`src/rtl/mem_stall_bridge.sv`:
```
// mem_stall_bridge
//   Bridges a stalling CPU with separate data and instruction ports onto a
//   single valid/ready memory request channel with a one-cycle completion
//   pulse. A data access is always issued before an instruction access
//   sampled on the same edge. The CPU is frozen through `stall` while any
//   access is outstanding.
//
// Ports
//   clk, rst                      clock, asynchronous active-high reset
//   dcache_* (addr/we/re/din)     CPU data port request
//   icache_* (addr/we/re/din)     CPU instruction port request
//   dcache_dout, instruction      registered read results
//   stall                         CPU freeze, decoded from state only
//   mem_req_*                     memory request channel (valid/ready)
//   mem_resp_valid, mem_resp_data memory completion pulse and read data
module mem_stall_bridge #(
    parameter int unsigned ADDR_W    = 32,
    parameter logic [31:0] BOOT_DOUT = 32'h0
) (
    input  logic              clk,
    input  logic              rst,
    input  logic [31:0]       dcache_addr,
    input  logic [3:0]        dcache_we,
    input  logic              dcache_re,
    input  logic [31:0]       dcache_din,
    input  logic [31:0]       icache_addr,
    input  logic [3:0]        icache_we,
    input  logic              icache_re,
    input  logic [31:0]       icache_din,
    output logic [31:0]       dcache_dout,
    output logic [31:0]       instruction,
    output logic              stall,
    output logic              mem_req_valid,
    input  logic              mem_req_ready,
    output logic              mem_req_rnw,
    output logic [ADDR_W-1:0] mem_req_addr,
    output logic [31:0]       mem_req_wdata,
    output logic [3:0]        mem_req_mask,
    input  logic              mem_resp_valid,
    input  logic [31:0]       mem_resp_data
);

    typedef enum logic [2:0] {
        StIdle,
        StDReq,
        StDWait,
        StIReq,
        StIWait,
        StResp
    } state_e;

    state_e state_q, state_d;

    // Request fields currently presented on the memory channel.
    logic              req_rnw_q, req_rnw_d;
    logic [ADDR_W-1:0] req_addr_q, req_addr_d;
    logic [31:0]       req_wdata_q, req_wdata_d;
    logic [3:0]        req_mask_q, req_mask_d;

    // Instruction access held back while the data access completes.
    logic              i_pend_q, i_pend_d;
    logic              i_rnw_q, i_rnw_d;
    logic [ADDR_W-1:0] i_addr_q, i_addr_d;
    logic [31:0]       i_wdata_q, i_wdata_d;
    logic [3:0]        i_mask_q, i_mask_d;

    logic [31:0]       dout_q, dout_d;
    logic [31:0]       instr_q, instr_d;

    logic              d_req, i_req;
    logic              d_rnw, i_rnw;
    logic [3:0]        d_mask, i_mask;
    logic [ADDR_W-1:0] d_addr, i_addr;

    assign d_req  = dcache_re | (|dcache_we);
    assign i_req  = icache_re | (|icache_we);

    // Any nonzero byte enable makes the access a write, even with re high.
    assign d_rnw  = ~(|dcache_we);
    assign i_rnw  = ~(|icache_we);
    assign d_mask = d_rnw ? 4'hF : dcache_we;
    assign i_mask = i_rnw ? 4'hF : icache_we;
    assign d_addr = {dcache_addr[ADDR_W-1:2], 2'b00};
    assign i_addr = {icache_addr[ADDR_W-1:2], 2'b00};

    always_comb begin
        state_d     = state_q;
        req_rnw_d   = req_rnw_q;
        req_addr_d  = req_addr_q;
        req_wdata_d = req_wdata_q;
        req_mask_d  = req_mask_q;
        i_pend_d    = i_pend_q;
        i_rnw_d     = i_rnw_q;
        i_addr_d    = i_addr_q;
        i_wdata_d   = i_wdata_q;
        i_mask_d    = i_mask_q;
        dout_d      = dout_q;
        instr_d     = instr_q;

        unique case (state_q)
            StIdle, StResp: begin
                if (d_req) begin
                    state_d     = StDReq;
                    req_rnw_d   = d_rnw;
                    req_addr_d  = d_addr;
                    req_wdata_d = dcache_din;
                    req_mask_d  = d_mask;
                    i_pend_d    = i_req;
                    i_rnw_d     = i_rnw;
                    i_addr_d    = i_addr;
                    i_wdata_d   = icache_din;
                    i_mask_d    = i_mask;
                end else if (i_req) begin
                    state_d     = StIReq;
                    req_rnw_d   = i_rnw;
                    req_addr_d  = i_addr;
                    req_wdata_d = icache_din;
                    req_mask_d  = i_mask;
                    i_pend_d    = 1'b0;
                end else begin
                    state_d     = StIdle;
                    i_pend_d    = 1'b0;
                end
            end
            StDReq: begin
                if (mem_req_ready) state_d = StDWait;
            end
            StDWait: begin
                if (mem_resp_valid) begin
                    if (req_rnw_q) dout_d = mem_resp_data;
                    if (i_pend_q) begin
                        // Chain straight into the held instruction access.
                        state_d     = StIReq;
                        req_rnw_d   = i_rnw_q;
                        req_addr_d  = i_addr_q;
                        req_wdata_d = i_wdata_q;
                        req_mask_d  = i_mask_q;
                        i_pend_d    = 1'b0;
                    end else begin
                        state_d = StResp;
                    end
                end
            end
            StIReq: begin
                if (mem_req_ready) state_d = StIWait;
            end
            StIWait: begin
                if (mem_resp_valid) begin
                    if (req_rnw_q) instr_d = mem_resp_data;
                    state_d = StResp;
                end
            end
            default: state_d = StIdle;
        endcase
    end

    always_ff @(posedge clk or posedge rst) begin
        if (rst) begin
            state_q     <= StIdle;
            req_rnw_q   <= 1'b1;
            req_addr_q  <= '0;
            req_wdata_q <= '0;
            req_mask_q  <= '0;
            i_pend_q    <= 1'b0;
            i_rnw_q     <= 1'b1;
            i_addr_q    <= '0;
            i_wdata_q   <= '0;
            i_mask_q    <= '0;
            dout_q      <= BOOT_DOUT;
            instr_q     <= BOOT_DOUT;
        end else begin
            state_q     <= state_d;
            req_rnw_q   <= req_rnw_d;
            req_addr_q  <= req_addr_d;
            req_wdata_q <= req_wdata_d;
            req_mask_q  <= req_mask_d;
            i_pend_q    <= i_pend_d;
            i_rnw_q     <= i_rnw_d;
            i_addr_q    <= i_addr_d;
            i_wdata_q   <= i_wdata_d;
            i_mask_q    <= i_mask_d;
            dout_q      <= dout_d;
            instr_q     <= instr_d;
        end
    end

    // Outputs depend on registers only; no input reaches them combinationally.
    assign mem_req_valid = (state_q == StDReq) || (state_q == StIReq);
    assign stall         = (state_q == StDReq) || (state_q == StDWait) ||
                           (state_q == StIReq) || (state_q == StIWait);
    assign mem_req_rnw   = req_rnw_q;
    assign mem_req_addr  = req_addr_q;
    assign mem_req_wdata = req_wdata_q;
    assign mem_req_mask  = req_mask_q;
    assign dcache_dout   = dout_q;
    assign instruction   = instr_q;

endmodule

```
`config.mk`:
```
export PLATFORM = sky130hd
export DESIGN_NAME = mem_stall_bridge
export DESIGN_NICKNAME = d
export VERILOG_FILES = /design/src/rtl/mem_stall_bridge.sv
export SDC_FILE = /design/constraint.sdc
export NUM_CORES = 1
export LEC_CHECK = 0
export BUFFER_PORTS_ARGS = -buffer_cell sky130_fd_sc_hd__buf_2
export CAP_MARGIN = 40
export CORE_ASPECT_RATIO = 2
export CORE_MARGIN = 2
export CORE_UTILIZATION = 51
export DETAILED_ROUTE_END_ITERATION = 12
export MAX_ROUTING_LAYER = met4
export PLACE_DENSITY = 0.8
export SLEW_MARGIN = 20
export SYNTH_ARGS = -nofsm -noshare
export SYNTH_HDL_FRONTEND = slang
export SYNTH_SLANG_ARGS = --single-unit
```
`constraint.sdc`:
```
create_clock -name clk -period 8.7 [get_ports clk]
set_clock_uncertainty 0.1 [all_clocks]
set_input_delay 0.87 -clock clk [delete_from_list [all_inputs] [get_ports clk]]
set_output_delay 0.87 -clock clk [all_outputs]
set_load 0.02 [all_outputs]
```
==> flow_metrics.env, run 1 <==
export IMPL_max_slew_margin_pct=43.8
export IMPL_setup_tns_ns=0
export IMPL_synth_cell_types=39
export IMPL_yosys_most_used_dff="dfrtp_1"
export IMPL_rsz0062_at_grt="false"
export IMPL_drive_above_1_share_pct=51.5
export IMPL_cts_resized=0
export IMPL_cts_buffers=19
export IMPL_htree_levels=1
export IMPL_grt_usage_pct=26.3
export IMPL_clkLatencyLatePin_ns=0.48
export IMPL_clockRootBuffer="clkbuf_16"
export IMPL_synth_seq_cells=202
export IMPL_fin_area_sq_um=11700
export IMPL_coreArea_sq_um=18100
export IMPL_synth_cells=791
export IMPL_final_period_utilization_pct=36.0
export IMPL_vias=7547
export IMPL_ys_warn_count=0
export IMPL_crit_fanout=64
export IMPL_synth_edf_count=0
export IMPL_setup_ws_ns=5.57
export IMPL_hpwl_um=16800
export IMPL_startpoint_type="input pin"
export IMPL_hold_viol=0
export IMPL_slowest_stage="or4_2"
export IMPL_worstMarginPinSlew_ns=0.844
export IMPL_cts_hold_buf=0
export IMPL_critPathArrivalTime_ns=3.40
export IMPL_first_pass_iters=4
export IMPL_wl_per_cell_um=19.6
export IMPL_power_leakage_nw=5.69
export IMPL_post_cts_buffers=0
export IMPL_ios=309
export IMPL_die_area_sq_um=19500
export IMPL_slew_violations=0
export IMPL_max_cap_violations=0
export IMPL_hold_path_class="in -> async"
export IMPL_slowest_delay_ns=0.66
export IMPL_final_util_pct=64.6
export IMPL_syn_area_per_cell_sq_um=11.8
export IMPL_seq_area_frac_synth_pct=54.1
export IMPL_num_rows=70
export IMPL_cts_tree="built"
export IMPL_ys_top_cells_by_area="dfrtp_1, mux2_2, mux2_4, a31oi_1, a21oi_1"
export IMPL_synth_top_area_share_pct=53.5
export IMPL_clkSinkCount=202
export IMPL_via_per_inst=5.82
export IMPL_start_util_pct=51.6
export IMPL_peakVddDrop_mv=0.220
export IMPL_fmax_ghz=0.319
export IMPL_pre_cts_ws_ns=5.10
export IMPL_io_buffers=302
export IMPL_grt_overflow_total=0
export IMPL_path_cells="buf_2 > or4_2 > buf_4 > nor4_4 > o21ai_4 > buf_4 > buf_16 > mux2_4"
export IMPL_grt_pass1_vias=8009
export IMPL_dr_first_iter_drc_count=199
export IMPL_ys_async_sr_fraction_pct=100
export IMPL_grt_pass1_wl_um=40000
export IMPL_setup_viol=0
export IMPL_synth_largest_area_cell="dfrtp_1"
export IMPL_power_density_nw_per_um2=392
export IMPL_synthToLayoutAreaGrowth_pct=25.3
export IMPL_layout_nets=1239
export IMPL_critical_path_required_ns=8.97
export IMPL_grt_max_degree=88
export IMPL_finalWirelength_um=25500
export IMPL_crit_top_cell="buf_4"
export IMPL_gp_congestion=0.808
export IMPL_clockBufferDepth=3
export IMPL_crit_type="in -> reg"
export IMPL_synthesis_area_sq_um=9360
export IMPL_die_y_um=196
export IMPL_clk_pin_slew_ns=0.07
export IMPL_ant_nets=0
export IMPL_die_x_um=99.8
export IMPL_drc=0
export IMPL_status="complete, no violations"
export IMPL_antenna_found_initial=4
export IMPL_period_needed_ns=3.13
export IMPL_end_kind="flop"
export IMPL_placed_area_sq_um=11100
==> placed cells by master, fill, tap and decap left out, types with 14 or more instances in the layout <==
| cell | n |
|---|---|
| mux2_4 | 30 |
| mux2_2 | 164 |
| clkbuf_16 | 19 |
| buf_4 | 14 |
| dfrtp_1 | 200 |
| nor2_1 | 83 |
| a31oi_1 | 62 |
| buf_2 | 302 |
| a21oi_1 | 72 |
| o21ai_0 | 69 |
==> worst paths after layout <==
kind,start,endpoint,slack (ns),cells past startpoint
min in group clk,dcache_dout[17],dcache_dout[17],0.40,1
worst min-delay path,rst,dcache_dout[0],0.27,2
worst max-delay path,dcache_we[0],mem_req_wdata[7],5.57,8
worst max register to register,state_q[2],mem_req_wdata[15],5.98,6
worst min register to register,dcache_dout[17],dcache_dout[17],0.40,1
max in group asynchronous,rst,mem_req_addr[10],6.75,5
==> cells in the mapped netlist (2+ instances only) <==
cell / count
o31ai_1: 4
dfrtp_1: 200
buf_1: 4
clkbuf_1: 44
buf_4: 2
buf_2: 13
a21oi_1: 72
mux2_4: 30
nor2_1: 83
mux2_2: 164
nor4_1: 3
dfstp_2: 2
or4_1: 2
nor2b_1: 3
nand2_1: 6
o21ai_0: 69
buf_6: 4
inv_1: 4
a31oi_1: 62
==> critical path: cells and delay by family <==
family / cells / cell delay [ns]
AOI/OAI and AO/OA: 1 / 0.07
buffers and inverters: 4 / 0.97
muxes: 1 / 0.34
and+or+nand+nor: 2 / 1.05
==> per-layer routing <==
metal	track usage (%)	wire length, um	vias to the layer above
met3	3.54	1360	96
met2	45.3	13600	305
met1	29.4	9210	3752
li1	-	-	3394
met5	-	0	-
met4	13.7	1330	0
==> sequential cells by signal, indices dropped and copies added, names as in the netlist <==
name,count
i_wdata_q,32
i_pend_q,1
dcache_dout,32
mem_req_wdata,32
i_addr_q,30
instruction,32
state_q,3
mem_req_mask,4
i_rnw_q,1
i_mask_q,4
mem_req_addr,30
mem_req_rnw,1
==> area by class of cell <==
cell class              count  area (sq um)
diodes                      4          10.0
clock buffers              24           514
clock inverters             9           145
fillers                  1417          6410
inverters                   5          26.3
multi-input cells         518          4010
flip-flops and latches    202          5060
well taps                 216           270
repair buffers            319          1690
==> per-stage QoR <==
| step | power, mW | hold WS, ns | std cells |
|---|---|---|---|
| finish | 4.59 | 0.268 | 1297 |
| floorplan | 3.13 | 0.381 | 792 |
| detailed placement | 3.71 | 0.388 | 1260 |
| global route | 4.85 | 0.295 | 1297 |
| CTS | 4.62 | 0.272 | 1293 |
| global placement | 3.63 | 0.382 | 1257 |
==> kinds of logic (layout without fill, tap and decap cells) <==
logic type,count (synthesis),after routing,synth area share (%)
AND/OR/NAND/NOR,106,106,4.96
buffers and inverters,72,357,3.46
AO/OA/AOI/OAI,214,214,12.7
flip-flops,202,202,54.1
XOR/XNOR,2,2,0.187
multiplexers,194,194,24.6
other,1,6,0.0401
==> power by group <==
| part | switching [mW] | internal [mW] |
|---|---|---|
| clock | 0.355 | 0.537 |
| combinational | 1.09 | 1.00 |
| sequential | 0.238 | 1.37 |
Note: power is estimated with default switching activity, not from simulation.
==> inputs of run 2 (changes only) <==
- ABC_AREA: default -> 1
- CORE_UTILIZATION: 51 -> 52
- PLACE_DENSITY: 0.8 -> 0.81
- clock period: 8.7 -> 2.9 ns (I/O delays scaled with it)
==> flow_metrics.env, run 2 <==
export IMPL_status="finished with violations"
export IMPL_failed_checks="DRC"
export IMPL_num_rows=71
export IMPL_setup_viol=0
export IMPL_ys_warn_count=0
export IMPL_final_period_utilization_pct=68.7
export IMPL_via_per_inst=5.40
export IMPL_start_util_pct=52.8
export IMPL_synth_edf_count=0
export IMPL_fillers=1407
export IMPL_grt_usage_pct=32.6
export IMPL_cts_buffers=19
export IMPL_synthesis_area_sq_um=9900
export IMPL_vias=10400
export IMPL_synth_cells=1315
export IMPL_gp_congestion=0.870
export IMPL_fmax_ghz=0.502
export IMPL_first_pass_iters=12
export IMPL_layout_nets=1836
export IMPL_hold_viol=0
export IMPL_grt_pass1_wl_um=50900
export IMPL_period_needed_ns=1.99
export IMPL_coreArea_sq_um=18700
export IMPL_synth_most_common_cell="nand2_1"
export IMPL_power_mw=14.1
export IMPL_cp_startpoint="state_q[0]"
export IMPL_synth_largest_area_cell="dfrtp_1"
export IMPL_setup_ws_ns=0.907
export IMPL_end_kind="flop"
export IMPL_cts_tree="built"
export IMPL_power_leakage_nw=7.47
export IMPL_power_density_nw_per_um2=1060
export IMPL_dr_first_iter_drc_count=550
export IMPL_synth_seq_cells=202
export IMPL_grt_overflow_total=0
export IMPL_internal_power_mw=8.01
export IMPL_seq_area_frac_synth_pct=51.1
export IMPL_drc=3
export IMPL_final_util_pct=70.6
export IMPL_critical_path_required_ns=3.22
export IMPL_die_y_um=199
export IMPL_clockBufferDepth=3
export IMPL_synth_cell_types=21
export IMPL_finalWirelength_um=32200
export IMPL_slowest_delay_ns=0.63
export IMPL_ys_top_cells_by_area="dfrtp_1, nand2_1, nand3_1, inv_1, a21oi_1"
export IMPL_layout_commonest_cell="nand2_1"
export IMPL_switching_share_pct=43.1
export IMPL_antenna_found_initial=5
export IMPL_ant_nets=0
export IMPL_die_x_um=102
export IMPL_setup_tns_ns=0
export IMPL_rsz0062_at_grt="false"
export IMPL_holdPathStages=4
export IMPL_clockRootBuffer="clkbuf_16"
export IMPL_synth_top_area_share_pct=50.6
export IMPL_grt_max_degree=72
export IMPL_yosys_top_cells_count="nand2_1, dfrtp_1, inv_1"
export IMPL_die_area_sq_um=20200
export IMPL_ys_async_sr_fraction_pct=100
export IMPL_final_cell_mix="nand2_1, buf_2, dfrtp_1, inv_1, nand3_1"
export IMPL_yosys_most_used_dff="dfrtp_1"
export IMPL_clkLatencyLatePin_ns=0.48
export IMPL_post_cts_buffers=0
export IMPL_synthToLayoutAreaGrowth_pct=33.7
export IMPL_peakVddDrop_mv=0.757
export IMPL_crit_type="reg -> reg"
export IMPL_p_sw_mw=6.08
export IMPL_io_buffers=302
export IMPL_htree_levels=1
export IMPL_share_comb_of_total_power_pct=45.3
export IMPL_crit_fanout=71
export IMPL_cts_resized=0
export IMPL_seqPwrFrac_pct=34.6
export IMPL_syn_area_per_cell_sq_um=7.53
export IMPL_hold_path_class="in -> reg"
export IMPL_path_cells="inv_1 > nand3_2 > inv_2 > buf_4 > nand2_1 > nand2_1 > nand2_1 > nand2_1"
export IMPL_r2r_cells=8
export IMPL_critPathArrivalTime_ns=2.31
export IMPL_max_cap_violations=0
export IMPL_pre_cts_ws_ns=0.753
export IMPL_hpwl_um=18900
export IMPL_clk_pin_slew_ns=0.06
export IMPL_ios=309
export IMPL_drive_above_1_share_pct=22.4
export IMPL_startpoint_type="flop"
export IMPL_hold_path_startpoint="mem_req_ready"
export IMPL_slew_violations=0
export IMPL_max_slew_margin_pct=46.8
export IMPL_clkSinkCount=202
export IMPL_worstMarginPinSlew_ns=0.798
export IMPL_pwr_share_clk_pct=20.1
export IMPL_r2r_start="state_q[0]"
export IMPL_grt_pass1_vias=10700
export IMPL_crit_top_cell="nand2_1"
export IMPL_wl_per_cell_um=16.6
export IMPL_slowest_stage="buf_4"
==> run 2: logic make-up (layout without fill, tap and decap cells) <==
group           after synthesis  after routing  share of synthesized area [%]
simple gates                705            705                           30.3
buf+inv                     262            619                           11.2
flops                       202            202                           51.1
compound gates              145            145                           7.37
other cells                   1              8                         0.0379
==> run 2: through the flow <==
stage | instance area, sq um | instances | hold WS (ns)
2_1_floorplan | 9900 | 1316 | 0.333
6_report | 13200 | 1934 | 0.0145
5_1_grt | 13200 | 1933 | 0.0159
4_1_cts | 13200 | 1928 | 0.00304
3_3_place_gp | 11600 | 1802 | 0.270
3_5_place_dp | 11600 | 1803 | 0.264
==> run 2: worst max-delay path: cells and delay by family, from the launching register on <==
kind	cells	cell delay [ns]
buf+inv	3	0.81
flops	1	0.42
simple gates	5	0.56
==> run 2: final timing paths <==
kind                                          end  slack [ns]
min in group asynchronous        mem_req_wdata[3]        0.31
worst max-delay path            mem_req_wdata[19]        0.91
max in group asynchronous             mem_req_rnw        1.65
worst min-delay path                   state_q[0]        0.01
worst max register to register  mem_req_wdata[19]        0.91
worst min register to register    instruction[24]        0.38
==> run 2: per-layer routing <==
metal  vias up  share of wire, %  routed length (um)  track usage [%]
met5         -                 0                   0                -
met4         0               5.8                1850             17.8
met3       148               6.3                2020             4.65
met2       573                52               16900             56.1
met1      4896                36               11400             35.6
li1       4820                 -                   -                -
==> run 2: area by class of cell <==
| class | instances | area (sq um) | share of cell area, % |
|---|---|---|---|
| inverter | 172 | 649 | 4.91 |
| sequential | 202 | 5060 | 38.2 |
| clock buffer | 25 | 538 | 4.07 |
| clock inverter | 7 | 163 | 1.23 |
| timing repair buffer | 415 | 2720 | 20.5 |
| multi-input combinational | 852 | 3770 | 28.5 |
| antenna | 6 | 15.0 | 0.113 |
| tap | 255 | 319 | 2.41 |
==> run 2: power groups by stage <==
stage / clock, mW / sequential (mW) / combinational (mW)
2_1_floorplan: 0 / 5.73 / 3.45
3_3_place_gp: 0 / 4.84 / 6.00
3_5_place_dp: 0 / 4.87 / 6.19
4_1_cts: 2.86 / 4.84 / 6.32
5_1_grt: 2.98 / 5.01 / 7.09
6_report: 2.82 / 4.88 / 6.38
==> run 2: repair_timing <==
item / in CTS / in global routing
hold buffers: 93 / 0
setup endpoints to repair: 0 / 0
hold endpoints to repair: 132 / 0
==> inputs of run 3 (changes only) <==
- CORE_UTILIZATION: 52 -> 47
- PLACE_DENSITY: 0.81 -> 0.77
- clock period: 2.9 -> 1.8 ns (I/O delays scaled with it)
==> flow_metrics.env, run 3 (synthesis gave the netlist of run 2 again) <==
export IMPL_status="complete, no violations"
export IMPL_die_x_um=107
export IMPL_layout_nets=1902
export IMPL_die_area_sq_um=22300
export IMPL_ios=309
export IMPL_pre_cts_ws_ns=-0.0172
export IMPL_cp_num_buf_inv=2
export IMPL_grt_pass1_wl_um=53400
export IMPL_end_kind="output pin"
export IMPL_holdWs_ns=0.00962
export IMPL_clk_pin_slew_ns=0.07
export IMPL_fin_cells=2009
export IMPL_hold_viol=0
export IMPL_grt_overflow_total=0
export IMPL_crit_fanout=4
export IMPL_first_pass_iters=5
export IMPL_critPathArrivalTime_ns=1.47
export IMPL_final_cell_mix="nand2_1, buf_2, dfrtp_1, inv_1, dlygate4sd3_1"
export IMPL_setup_ws_ns=0.0510
export IMPL_finalWirelength_um=33400
export IMPL_dp_cells=1832
export IMPL_vias=10600
export IMPL_peakVddDrop_mv=1.17
export IMPL_drc=0
export IMPL_start_util_pct=47.5
export IMPL_final_period_utilization_pct=97.2
export IMPL_num_rows=75
export IMPL_dr_first_iter_drc_count=646
export IMPL_clkSinkCount=202
export IMPL_slowest_stage="dfrtp_2"
export IMPL_drive_above_1_share_pct=23.3
export IMPL_gp_congestion=0.889
export IMPL_antenna_found_initial=0
export IMPL_grt_max_degree=75
export IMPL_path_cells="nor2_4 > buf_4 > nand2_2 > nand2_2 > buf_6"
export IMPL_slew_violations=0
export IMPL_path_delay_family="flip-flops"
export IMPL_io_buffers=302
export IMPL_max_cap_violations=0
export IMPL_critical_path_required_ns=1.52
export IMPL_startpoint_type="flop"
export IMPL_grt_usage_pct=30.7
export IMPL_layout_commonest_cell="nand2_1"
export IMPL_synthToLayoutAreaGrowth_pct=40.9
export IMPL_wl_per_cell_um=16.6
export IMPL_cts_tree="built"
export IMPL_antenna_cells=0
export IMPL_crit_top_cell="nand2_2"
export IMPL_cts_buffers=18
export IMPL_clkLatencyLatePin_ns=0.49
export IMPL_via_per_inst=5.27
export IMPL_die_y_um=209
export IMPL_period_needed_ns=1.75
export IMPL_slowest_delay_ns=0.44
export IMPL_coreArea_sq_um=20800
export IMPL_hold_path_class="in -> reg"
export IMPL_fmax_ghz=0.572
export IMPL_power_leakage_nw=7.78
export IMPL_crit_type="reg -> out"
export IMPL_power_density_nw_per_um2=1650
export IMPL_clockRootBuffer="clkbuf_16"
export IMPL_rsz0062_at_grt="true"
export IMPL_ant_nets=0
export IMPL_htree_levels=1
export IMPL_setup_viol=0
export IMPL_grt_pass1_vias=11100
export IMPL_clockBufferDepth=3
export IMPL_power_mw=23.0
export IMPL_hpwl_um=20200
-- run 3: cell types whose count changed in the layout (fill, tap and decap cells not counted), moves of 5 or more --
cell and delta:
dlygate4sd3_1 +45, buf_6 +6, buf_4 +10, diode_2 -6, buf_12 +5
-- run 3: per-stage QoR --
| step | instance area, sq um | setup TNS [ns] | util [%] |
|---|---|---|---|
| floorplan | 9900 | -219.79 | - |
| global placement | 11800 | 0 | 56.5 |
| detailed placement | 11800 | -0.0363 | 56.5 |
| CTS | 13800 | 0 | 66.3 |
| global route | 13900 | -0.0283 | 67.0 |
| finish | 13900 | 0 | 67.0 |
-- run 3: where the power goes --
part | total, mW | switching [mW] | internal [mW]
logic | 11.0 | 7.03 | 4.01
registers | 7.91 | 1.23 | 6.68
clock network | 4.05 | 1.74 | 2.31
-- run 3: final cells by class --
| cell class | instances | area [sq um] |
|---|---|---|
| flip-flops and latches | 202 | 5060 |
| well taps | 269 | 337 |
| multi-input cells | 852 | 3800 |
| fillers | 1607 | 6880 |
| repair buffers | 482 | 3490 |
| inverters | 172 | 649 |
| clock inverters | 8 | 96.3 |
| clock buffers | 24 | 514 |
-- run 3: final timing paths --
kind	end	start	slack, ns	cells past startpoint
max in group asynchronous	dcache_dout[28]	rst	0.73	5
min reg2reg	dcache_dout[27]	dcache_dout[27]	0.38	2
max	stall	state_q[0]	0.05	5
min	mem_req_addr[29]	dcache_addr[29]	0.01	7
max reg2reg	mem_req_addr[4]	state_q[1]	0.08	7
min in group asynchronous	mem_req_wdata[0]	rst	0.11	3
-- run 3: worst register-to-register path, cell delays in order, from the launching register on --
cell     delay, ns
dfrtp_2       0.45
buf_4         0.16
nand3_2       0.14
nor2_2        0.06
nand2_2       0.10
buf_4         0.35
nand3_1       0.18
nand2_1       0.10
-- run 3: timing repair --
action                                  in CTS  in global routing
gates cloned                                 0                  3
buffers inserted                             2                  3
endpoints found under the hold margin      296                  0
gates resized for setup                      7                 15
pin swaps                                    1                  2
endpoints found under the setup margin       1                 89
hold buffers                               138                  0
-- run 3: metal layers --
metal	vias up	GRT usage (%)	wire length [um]
met3	181	3.90	2090
met1	4879	32.7	11500
met5	-	-	0
met4	0	19.8	2290
li1	4952	-	-
met2	570	52.7	17500
